`src/rtl/codificador_prioridad_hs.sv`:
```
// -----------------------------------------------------------------------------
// codificador_prioridad_hs
//
// Parametrised priority encoder with a registered valid/ready output stage.
// Encodes an N-bit request vector X into a 1-based index (0 = no request) and
// holds the result until the consumer takes it. It is a 1-deep pipeline with
// full throughput: a new X can be accepted on the same edge that the held
// result is consumed.
//
// Parameters:
//   N    number of request inputs (N >= 2)
//   ALTA 1 = highest set index wins, 0 = lowest set index wins
//   W    output code width, derived as $clog2(N+1)
//
// Ports:
//   clk        clock, rising edge
//   rst_n      asynchronous active-low reset
//   X          request vector, bit i encodes as i+1
//   in_valid   X is valid this cycle
//   in_ready   block can accept X this cycle (combinational from out_ready)
//   Salida     encoded index, stable while out_valid && !out_ready
//   out_valid  Salida holds an unconsumed result
//   out_ready  consumer accepts Salida this cycle
//   vacio      captured X was all zeros, qualified by out_valid
//   err        captured X had more than one bit set, qualified by out_valid
//              (present only when CODIFICADOR_MULTIHOT_ERR_EN is defined)
//
// Optional build macro: CODIFICADOR_MULTIHOT_ERR_EN adds the err port and the
// multi-hot detector. Priority resolution is identical either way.
// -----------------------------------------------------------------------------
module codificador_prioridad_hs #(
    parameter int unsigned  N    = 7,
    parameter int unsigned  ALTA = 1,
    localparam int unsigned W    = $clog2(N + 1)
) (
    input  logic         clk,
    input  logic         rst_n,
    input  logic [N-1:0] X,
    input  logic         in_valid,
    output logic         in_ready,
    output logic [W-1:0] Salida,
    output logic         out_valid,
    input  logic         out_ready,
    output logic         vacio
`ifdef CODIFICADOR_MULTIHOT_ERR_EN
    ,
    output logic         err
`endif
);

    localparam logic ST_VACIO = 1'b0;
    localparam logic ST_LLENO = 1'b1;

    logic         state_q, state_d;
    logic [W-1:0] salida_q;
    logic         vacio_q;
    logic [W-1:0] code;
    logic         accept;
    logic         consume;

    // Priority encode: the loop direction decides which set bit is seen last
    // and therefore wins.
    always_comb begin
        code = '0;
        if (ALTA != 0) begin
            for (int i = 0; i < int'(N); i++) begin
                if (X[i]) code = W'(i + 1);
            end
        end else begin
            for (int i = int'(N) - 1; i >= 0; i--) begin
                if (X[i]) code = W'(i + 1);
            end
        end
    end

    // A consumer stalling only blocks input while a result is held.
    assign in_ready = (state_q == ST_VACIO) || out_ready;
    assign accept   = in_valid && in_ready;
    assign consume  = (state_q == ST_LLENO) && out_ready;

    always_comb begin
        state_d = state_q;
        if (accept) begin
            state_d = ST_LLENO;
        end else if (consume) begin
            state_d = ST_VACIO;
        end
    end

    always_ff @(posedge clk or negedge rst_n) begin
        if (!rst_n) begin
            state_q  <= ST_VACIO;
            salida_q <= '0;
            vacio_q  <= 1'b0;
        end else begin
            state_q <= state_d;
            if (accept) begin
                salida_q <= code;
                vacio_q  <= (X == '0);
            end
        end
    end

    assign Salida    = salida_q;
    assign out_valid = (state_q == ST_LLENO);
    assign vacio     = vacio_q;

`ifdef CODIFICADOR_MULTIHOT_ERR_EN
    logic multi;
    logic err_q;

    // Clearing the lowest set bit leaves something only if two or more were set.
    assign multi = |(X & (X - {{(N-1){1'b0}}, 1'b1}));

    always_ff @(posedge clk or negedge rst_n) begin
        if (!rst_n) begin
            err_q <= 1'b0;
        end else if (accept) begin
            err_q <= multi;
        end
    end

    assign err = err_q;
`endif

endmodule

```
`config.mk`:
```
export PLATFORM = sky130hd
export DESIGN_NAME = codificador_prioridad_hs
export DESIGN_NICKNAME = d
export VERILOG_FILES = /design/src/rtl/codificador_prioridad_hs.sv
export SDC_FILE = /design/constraint.sdc
export NUM_CORES = 1
export LEC_CHECK = 0
export BUFFER_PORTS_ARGS = -buffer_cell sky130_fd_sc_hd__buf_2
export CAP_MARGIN = 10
export CORE_AREA = 2 2 39 41
export CTS_CLUSTER_SIZE = 12
export DETAILED_ROUTE_END_ITERATION = 12
export DIE_AREA = 0 0 41 43
export GPL_TIMING_DRIVEN = 0
export PLACE_DENSITY = 0.41
export SYNTH_ARGS = -nofsm -noshare
export SYNTH_HDL_FRONTEND = slang
export SYNTH_SLANG_ARGS = --single-unit
```
`constraint.sdc`:
```
create_clock -name clk -period 2.8 [get_ports clk]
set_clock_uncertainty 0.05 [all_clocks]
set_input_delay 0.56 -clock clk [delete_from_list [all_inputs] [get_ports clk]]
set_output_delay 0.56 -clock clk [all_outputs]
set_load 0.1 [all_outputs]
```
==> results.json <==
{
  "hp-class": "primary input to async pin",
  "via_per_inst": 4.07,
  "overflow": 0,
  "totalPowerFinal_w": 0.000243,
  "synth_top_area_cell": "dfrtp_1",
  "cts_root_buffer": "clkbuf_4",
  "first_iter_violations": 10,
  "hold_violations": 0,
  "p_sw_frac": 0.388,
  "r2r-end": "Salida[2]",
  "cts_hold_repair.buffers": 0,
  "p_int_w": 0.000149,
  "setup_viol": 0,
  "port_buffers": 16,
  "ant_nets": 0,
  "syn_nets": 36,
  "wire_per_inst_um": 9.61,
  "drv_slew": 0,
  "start_kind": "primary input",
  "clock_power_share": 0.342,
  "crit_path_max_fanout": 6,
  "track_usage": 0.102,
  "syn_inst": 25,
  "synthTopCellsByArea": "dfrtp_1 50%, nand2b_4 11%, a31oi_1 5.0%",
  "layout_commonest_cell": "buf_2",
  "die-area_um2": 1760,
  "avgSynthCellArea_um2": 10.1,
  "initial_core_util": 0.182,
  "globalRouteMet1Util": 0.123,
  "post-route-min-period_ns": 1.80,
  "rsz0062_at_grt": "no",
  "die_y_um": 43,
  "io_pins": 17,
  "leakage_nw": 0.182,
  "gp_congestion": 0.624,
  "fin_nets": 57,
  "postCtsSetupRepairBufs": 0,
  "cts_buffers": 3,
  "antenna_cells": 0,
  "pwr-share-comb": 0.324,
  "end_kind": "output pin",
  "busiest_layer": "met4",
  "grt_pass1_wl_mm": 1.06,
  "syn_area_um2": 251,
  "fin_setup_tns_ns": 0,
  "die_w_um": 41,
  "switchingPower_w": 0.0000944,
  "ys_seq_elements": 5,
  "max-slew-margin-rel": 0.679,
  "grt_start_max_net_pins": 7,
  "pwr-share-seq": 0.334,
  "wl_um": 586,
  "cts_tree": "yes",
  "drive_gt1_frac": 0.467,
  "ff2ff_path_depth": 3,
  "dp_hpwl_um": 488,
  "path_clk_slew_ns": 0.04,
  "syn_to_final_growth_pct": 50.2,
  "vias": 248,
  "cts.path.max_buffers": 2,
  "synth.distinct_cells": 14,
  "route.detailed.drc": 0,
  "ys_seq_area_frac": 0.498,
  "mostFrequentLayoutCells": "16 x buf_2, 5 x dfrtp_1, 3 x nor2_1, 3 x inv_1, 3 x clkbuf_4",
  "fmax_ghz": 0.555,
  "grtUsageMet2": 0.113,
  "arrival_ns": 1.19,
  "multiInputGateArea_um2": 115,
  "ir_worst_vdd_mv": 0.123,
  "r2r_start": "out_valid",
  "cts_resized": 0,
  "rows": 14,
  "htree_levels": 1,
  "coreArea_um2": 1380,
  "maxCapViolCount": 0,
  "reg2reg_slack_ns": 1.81,
  "synth_top_area_share": 0.498,
  "grtUsageMet3": 0.0314,
  "grt_pass1_vias": 253,
  "fill_cells": 155,
  "fin_crit_sh": 0.644,
  "cp.required_ns": 2.19,
  "worst_slew_pin_slew_ns": 0.485,
  "seqCellArea_um2": 125,
  "drt_pass1_iterations": 4,
  "critPathKind": "primary input to output pin",
  "p_per_area_nw_per_um2": 643,
  "status": "finished, final reports clean",
  "yosys_warnings": 0,
  "antenna_found_initial": 0,
  "cts_sinks": 5,
  "clock_latency_ns": 0.24
}
-- critical path, stage by stage --
cell and delay [ns]:
buf_2 0.07, nand2b_4 0.13, buf_2 0.43
-- through the flow --
step	hold WS [ns]	cell area [µm²]	worst slack (ns)	instances	util
floorplan	0.214	251	0.836	25	-
global placement	0.337	352	0.988	57	0.254
detailed placement	0.336	352	0.992	57	0.254
CTS	0.0786	378	0.991	61	0.273
global route	0.0674	378	0.961	61	0.273
finish	0.0798	378	0.998	61	0.273
-- metal layers --
metal  part of all wire  vias to the layer above
met3               0.10                        2
met5                  0                        -
li1                   -                      132
met4              0.027                        0
met2               0.44                       13
met1               0.43                      101
-- registers in the layout, indices dropped and copies added (netlist names) --
name       flops
vacio          1
Salida         3
out_valid      1
-- power by group through the flow --
stage           clock, W  combinational, W  sequential (W)
2_1_floorplan          0         0.0000205        0.000121
3_3_place_gp           0         0.0000798       0.0000822
3_5_place_dp           0         0.0000796       0.0000823
4_1_cts        0.0000871         0.0000798       0.0000813
5_1_grt        0.0000975         0.0000841       0.0000820
6_report       0.0000831         0.0000789       0.0000811
-- synth_stat cells --
master,count
inv_1,3
nor2_1,3
a221o_1,1
dfrtp_1,5
nand2b_1,1
a21oi_1,2
nand4_1,1
o22ai_1,1
and2_1,1
or3_1,1
o21a_1,1
o21ai_0,1
nand2b_4,2
a31oi_1,2
-- worst max-delay path by stage --
stage / startpoint / endpoint / depth (start not counted)
5_1_grt: out_ready / in_ready / 3
3_3_place_gp: out_ready / in_ready / 3
6_report: out_ready / in_ready / 3
4_1_cts: out_ready / in_ready / 3
2_1_floorplan: out_valid / Salida[2] / 3
3_5_place_dp: out_ready / in_ready / 3
-- area by class of cell --
class	count	share of cell area
tap	16	0.0530
sequential	5	0.331
multi-input combinational	17	0.305
clock buffer	4	0.0695
timing repair buffer	16	0.212
inverter	3	0.0298
-- logic make-up (layout without fill, tap and decap cells) --
family,Yosys count,in the layout,synth area share
AOI/OAI and AO/OA,8,8,0.204
and+or+nand+nor,9,9,0.254
buffers and inverters,3,23,0.0448
DFF,5,5,0.498
No activity file was read; power rests on OpenSTA's default activity.
